<file path="config.mk">
export PLATFORM = sky130hd
export DESIGN_NAME = fsm_requester
export DESIGN_NICKNAME = d
export VERILOG_FILES = /design/src/rtl/fsm_requester.sv
export SDC_FILE = /design/constraint.sdc
export NUM_CORES = 1
export LEC_CHECK = 0
export CAP_MARGIN = 10
export CORE_ASPECT_RATIO = 0.8
export CORE_MARGIN = 5
export CORE_UTILIZATION = 30
export CTS_CLUSTER_DIAMETER = 60
export DETAILED_ROUTE_END_ITERATION = 10
export PLACE_DENSITY_LB_ADDON = 0.08
export SLEW_MARGIN = 5
export SYNTH_ARGS = -nofsm -noshare
export SYNTH_HDL_FRONTEND = slang
export SYNTH_SLANG_ARGS = --single-unit
</file>
<file path="constraint.sdc">
create_clock -name Clk -period 2.95 [get_ports Clk]
set_clock_uncertainty 0.1 [all_clocks]
set_input_delay 0.4425 -clock Clk [delete_from_list [all_inputs] [get_ports Clk]]
set_output_delay 0.4425 -clock Clk [all_outputs]
set_load 0.005 [all_outputs]
</file>
<file path="src/rtl/fsm_requester.sv">
// Initiator-side request/acknowledge controller: one outstanding core transaction, pushed to the dispatcher queue.
// Optional ACK_TIMEOUT_EN adds WAIT_ACK timeout with bounded re-issue and an error response.
module fsm_requester #(
  parameter int ADDR_W    = 32,
  parameter int DATA_W    = 32,
  parameter int TIMEOUT   = 64,
  parameter int MAX_RETRY = 3
) (
  input  logic              Clk,
  input  logic              Rst,
  input  logic              Pwr_off,
  input  logic              ReqValid,
  output logic              ReqReady,
  input  logic              ReqWrite,
  input  logic [ADDR_W-1:0] ReqAddr,
  input  logic [DATA_W-1:0] ReqData,
  output logic              RspValid,
  output logic [DATA_W-1:0] RspData,
  output logic              RspErr,
  input  logic              IsFull,
  output logic              PushEn,
  output logic [ADDR_W-1:0] PushAddr,
  output logic [DATA_W-1:0] PushData,
  output logic              WriteOp,
  output logic [1:0]        DirtyVal,
  input  logic              Ack,
  input  logic [DATA_W-1:0] AckData
);

  typedef enum logic [1:0] {
    IDLE     = 2'd0,
    ISSUE    = 2'd1,
    WAIT_ACK = 2'd2,
    RESP     = 2'd3
  } state_t;

  state_t            stateReg;
  state_t            stateNext;

  logic [ADDR_W-1:0] addrReg;
  logic [DATA_W-1:0] dataReg;
  logic              writeReg;
  logic [1:0]        dirtyReg;
  logic [DATA_W-1:0] rspDataReg;
  logic              rspErrReg;

  logic              acceptReq;
  logic              ackTaken;

  assign acceptReq = ReqReady && ReqValid;
  assign ackTaken  = (stateReg == WAIT_ACK) && Ack && !Pwr_off;

`ifdef ACK_TIMEOUT_EN
  localparam int CNT_W   = (TIMEOUT > 1) ? $clog2(TIMEOUT) : 1;
  localparam int RETRY_W = $clog2(MAX_RETRY + 1) > 0 ? $clog2(MAX_RETRY + 1) : 1;

  logic [CNT_W-1:0]   cntReg;
  logic [RETRY_W-1:0] retryReg;
  logic               timeoutHit;
  logic               retryLeft;

  // Ack in the same cycle as the last timeout count takes priority.
  assign timeoutHit = (stateReg == WAIT_ACK) && !Ack && !Pwr_off &&
                      (cntReg == CNT_W'(TIMEOUT - 1));
  assign retryLeft  = (retryReg < RETRY_W'(MAX_RETRY));

  always_ff @(posedge Clk or negedge Rst) begin
    if (!Rst) begin
      cntReg   <= '0;
      retryReg <= '0;
    end else begin
      // Counter is held at zero outside WAIT_ACK, so each entry starts fresh.
      if (stateReg == WAIT_ACK && !Pwr_off)
        cntReg <= cntReg + CNT_W'(1);
      else
        cntReg <= '0;
      if (acceptReq)
        retryReg <= '0;
      else if (timeoutHit && retryLeft)
        retryReg <= retryReg + RETRY_W'(1);
    end
  end
`else
  logic unusedCfg;
  assign unusedCfg = (TIMEOUT > 0) ^ (MAX_RETRY > 0);
`endif

  // State register
  always_ff @(posedge Clk or negedge Rst) begin
    if (!Rst)
      stateReg <= IDLE;
    else
      stateReg <= stateNext;
  end

  // Next-state logic; power-off overrides every state.
  always_comb begin
    stateNext = stateReg;
    if (Pwr_off) begin
      stateNext = IDLE;
    end else begin
      case (stateReg)
        IDLE:     if (acceptReq) stateNext = ISSUE;
        ISSUE:    if (!IsFull)   stateNext = WAIT_ACK;
        WAIT_ACK: begin
          if (Ack)
            stateNext = RESP;
`ifdef ACK_TIMEOUT_EN
          else if (timeoutHit)
            stateNext = retryLeft ? ISSUE : RESP;
`endif
        end
        RESP:     stateNext = IDLE;
        default:  stateNext = IDLE;
      endcase
    end
  end

  // Output logic; reset low forces every strobe and ReqReady to zero.
  always_comb begin
    ReqReady = 1'b0;
    PushEn   = 1'b0;
    RspValid = 1'b0;
    if (Rst && !Pwr_off) begin
      case (stateReg)
        IDLE:    ReqReady = 1'b1;
        ISSUE:   PushEn   = !IsFull;
        RESP:    RspValid = 1'b1;
        default: ;
      endcase
    end
  end

  // Request word and response registers
  always_ff @(posedge Clk or negedge Rst) begin
    if (!Rst) begin
      addrReg    <= '0;
      dataReg    <= '0;
      writeReg   <= 1'b0;
      dirtyReg   <= 2'd0;
      rspDataReg <= '0;
      rspErrReg  <= 1'b0;
    end else begin
      if (acceptReq) begin
        addrReg  <= ReqAddr;
        dataReg  <= ReqData;
        writeReg <= ReqWrite;
        dirtyReg <= ReqWrite ? 2'd3 : 2'd2;
      end
      if (ackTaken) begin
        rspDataReg <= writeReg ? '0 : AckData;
        rspErrReg  <= 1'b0;
      end
`ifdef ACK_TIMEOUT_EN
      else if (timeoutHit && !retryLeft) begin
        rspDataReg <= '0;
        rspErrReg  <= 1'b1;
      end
`endif
    end
  end

  assign PushAddr = addrReg;
  assign PushData = dataReg;
  assign WriteOp  = writeReg;
  assign DirtyVal = dirtyReg;
  assign RspData  = rspDataReg;
  assign RspErr   = rspErrReg;

endmodule

</file>
# Word-level counts from Yosys, hierarchy flattened
# Index checks and enable logic that the tools add are counted.
[word_totals]
reg_bits = 101
wordCells = 33
[classes]
eq_ne = 6
mux = 13
reduce_logical = 8
[ops]
columns = ["op", "n"]
rows = [
  ["$mux 32", 1],
  ["$ne 3x3->1 const B", 3],
  ["$mux 2", 4],
  ["$pmux 2 s4", 1],
  ["$mux 1", 7],
  ["$eq 2x2->1 const B", 2],
  ["$logic_and 1x1->1", 4],
  ["$reduce_and 3->1", 1],
  ["$eq 2x1->1 const B", 1],
  ["$logic_not 1->1", 2],
  ["$logic_not 2->1", 1],
]

# Longest topological paths before layout
[depth]
ltp_word = 7
ltp_mapped = 6
depth_no_buf = 5

# Worst setup path before layout
# No wires, ideal clock.
[synth_path]
path_kind = "reg-to-reg"
from = "register stateReg[0]"
to = "register stateReg[1]"
setup_time_ps = 79
arrival_time_ps = 1571
slack_ps = 1200
path_stages_with_launch = 7
n_path_buf = 1
period_less_slack_ps = 1750
cell_sequence = "dfrtp_1 > inv_1 > ha_1 > nand4b_4 > buf_6 > a222oi_1 > mux2i_1"
[synth_between]
elab_chain_cells = 6
word_cells_on_any_way = 13
classes_between = "eq/ne (6); mux (4); reduce/logical (3)"
[synth_rtl]
columns = ["element", "line_no", "source"]
rows = [
  ["from (decl)", "37", "state_t stateReg;"],
  ["from (signal assigned)", "93", "stateReg <= stateNext;"],
  ["$logic_not 2->1", "102, 125", ""],
  ["$mux 1", "125", "case (stateReg)"],
  ["$mux 1", "124", "if (Rst && !Pwr_off) begin"],
  ["$logic_and 1x1->1", "50", "assign acceptReq = ReqReady && ReqValid;"],
  ["$ne 3x3->1 (no source line)", "--", ""],
  ["$reduce_and 3->1 (no source line)", "--", ""],
]
# Parallel ways exist; a longest one is shown, timed or not.
# A chain may end at the register's enable or synchronous reset.

# Worst setup path after layout
[layout_path]
from = "input Pwr_off"
to = "output PushEn"
[layout_between]
elab_chain_cells = 3
[layout_rtl]
columns = ["element", "line_no", "source"]
rows = [
  ["from (decl)", "11", "input logic Pwr_off,"],
  ["$logic_not 1->1", "124", ""],
  ["$logic_and 1x1->1", "124", ""],
  ["$mux 1", "124", ""],
  ["to (decl)", "21", "output logic PushEn,"],
]
# Every way passes these cells.

==> flow_summary.toml <==
[route]
drtIter0Drc = 71
dr.pass1.iters = 4
drcViolationCount = 0
vias_per_cell = 4.295
wl_per_cell_um = 15.46
drtAntennaViolNets = 0
route.vias.total = 2929
drt-total-wl_mm = 10.55

[critical_path]
cp_slowest_stage_delay_ns = 0.55
worstSetupStartpointType = "input pin"
cp.required_ns = 2.41
crit_path_cell_trace = "clkdlybuf4s50_1, nor4bb_1, clkdlybuf4s50_1"
cp-end-kind = "output pin"
r2r_cells = 5
worstReg2RegEnd = "PushData[4]"
timing.rr.start = "stateReg[0]"
cp.arrival_ns = 1.87
cp_common_cell = "clkdlybuf4s50_1"
cp_slowest_cell = "clkdlybuf4s50_1"
ff2ff_setup_slack_ns = 1.10
critPathKind = "input pin to output pin"
path_max_fanout = 8

[logic_synthesis]
synth_area_leader_cell = "dfrtp_1"
synth_seq_cells = 100
syn_avg_cell_area_um2 = 13.29
ys_types = 21
synth_area_leaders = "dfrtp_1, mux2_2, nand2b_1"
synth_nets = 407
synthCells = 300
syn_area_mm2 = 0.003986
synthFlopType = "dfrtp_1"
synth_most_common_cell = "dfrtp_1"
seq_area_frac_synth_pct = 62.77
async_reset_ff_share_pct = 100.0
synth_top_cell_area_share_pct = 62.77
yosysWarningCount = 0
synth_common_cells = "dfrtp_1, mux2_2, nand2b_1, nand2_1, o21ai_0"
synth_edf_count = 0

[final_layout]
num_antenna_cells = 0
instances_no_fill = 682
final_cell_area_mm2 = 0.006509
areaGrowthSynthToFinish_pct = 63.28
seq_area_mm2 = 0.002502
final_nets = 609
layout-drive-gt1-share_pct = 17.16
multi_input_area_mm2 = 0.001383
fillers = 1178

[global_routing]
grt_pass1_vias = 3028
grt_remaining_overflow = 0
grt_max_degree = 66
antenna_found_initial = 0
grt_pass1_wl_mm = 16.79
track_usage_pct = 13.43

[sta]
setup_tns_ns = 0
hold_violations = 0
finalMaxSlewViolations = 0
post-route-period-util_pct = 81.80
rsz0062_at_grt = "no"
finalSetupViolCount = 0
fmax_mhz = 414.4
worstMarginPinSlew_ns = 0.7832
relSlewSlack_pct = 47.78
fin_crit_ns = 2.413
fin_ws_ns = 0.5370

[floorplanning]
rows = 37
core_mm2 = 0.01296
dieArea_mm2 = 0.01571
die_height_um = 113.1
io_pins = 206
initial_core_util_pct = 30.75
die-width_um = 138.9

[clocking]
cts_root_buf = "clkbuf_16"
cts_sinks = 100
clockBufferDepth = 2
cts_setup_buffers = 0
clock_latency_ns = 0.33
cts_tree = "done"
clk_pin_slew_worst_paths_ns = 0.07
cts_hold_buf = 0
post_cts_resized = 0
cts_max_level = 3
cts_buffers = 9

[place]
placement.cell_area_mm2 = 0.006205
gp_congestion = 0.7198
dp_hpwl_mm = 7.640
dp_cells = 666
place_ws_ns = 0.5597
io_buffers = 204

[power_and_ir_drop]
power_density_mw_per_mm2 = 835.8
leakage_uw = 0.002729
peakVddDrop_mv = 0.3512

[hold_path]
hold_path.class = "input pin to asynchronous set/reset pin"

[job]
maxCapViolations = 0

[run_status]
status = "finished, final reports clean"
## placed cells by master (no fill, tap or decap)
master           netlist  routed
nand3b_1               1       1
clkbuf_1               9       1
nor2_1                 1       1
mux2_2                65      65
nor4bb_1               1       1
inv_1                  3       3
buf_4                  2       5
and3b_1                2       2
conb_1                 1       1
nand2_1               32      32
mux2i_1                1       1
clkinvlp_4             0       1
buf_12                 0       1
a222oi_1               1       1
bufinv_16              0       1
o21a_1                 1       1
nand4b_4               1       1
ha_1                   4       4
clkinv_2               0       2
nand2b_1              35      35
clkdlybuf4s50_1        0     203
a211oi_1               1       1
clkbuf_8               0       2
dfrtp_1              100     100
o21ai_0               32      32
clkbuf_16              0       9
## per-layer routing
layer  vias to the layer above  routed length (µm)  GRT usage (%)
met4                         0                  72          3.325
li1                       1404                   -              -
met5                         -                   0              0
met3                         8                1129          7.055
met2                       118                4921          21.06
met1                      1399                4423          16.47
## kinds of logic after synthesis
kind of cell    count (synthesis)  synth area share, %
flops                         100                62.77
simple gates                   73                10.08
mux                            66                18.61
compound gates                 35                4.645
buf+inv                        21                2.542
fa+ha+maj                       4                1.256
other cells                     1              0.09407
## critical path, delay by kind of cell
| family | cells | cell delay (ns) |
|---|---|---|
| buffers and inverters | 2 | 1.09 |
| and+or+nand+nor | 1 | 0.34 |
## registers in the layout, summed over array words and instances (netlist names)
register	count
RspData	32
PushData	32
DirtyVal	2
PushAddr	32
stateReg	2
## worst max-delay path by stage
stage,startpoint,endpoint,slack (ns)
after global placement,Pwr_off,PushEn,0.56
after floorplan,stateReg[0],stateReg[1],1.20
after CTS,Pwr_off,PushEn,0.55
after global routing,stateReg[1],PushEn,0.41
final,Pwr_off,PushEn,0.54
after detailed placement,Pwr_off,PushEn,0.56
## final cells by class
cell class              instances  area share (%)
inverters                       3          0.1730
flip-flops and latches        100           38.45
repair buffers                209           32.10
multi-input cells             179           21.24
clock buffers                  12           3.941
well taps                     175           3.364
clock inverters                 4          0.7305
## report_power, final
| group | switching [µW] | internal, µW |
|---|---|---|
| clock network | 495 | 702 |
| registers | 269 | 1890 |
| logic | 634 | 1450 |
| total | 1400 | 4040 |
## per-stage QoR
stage	utilization (%)	hold WS [ns]	power [µW]
after floorplan	-	0.04691	2904
after CTS	50.21	0.1736	5556
final	50.21	0.1622	5440
after global routing	50.21	0.2020	5820
after global placement	47.87	0.3522	4269
after detailed placement	47.87	0.3664	4314
Power figures use the tool's default switching activity.
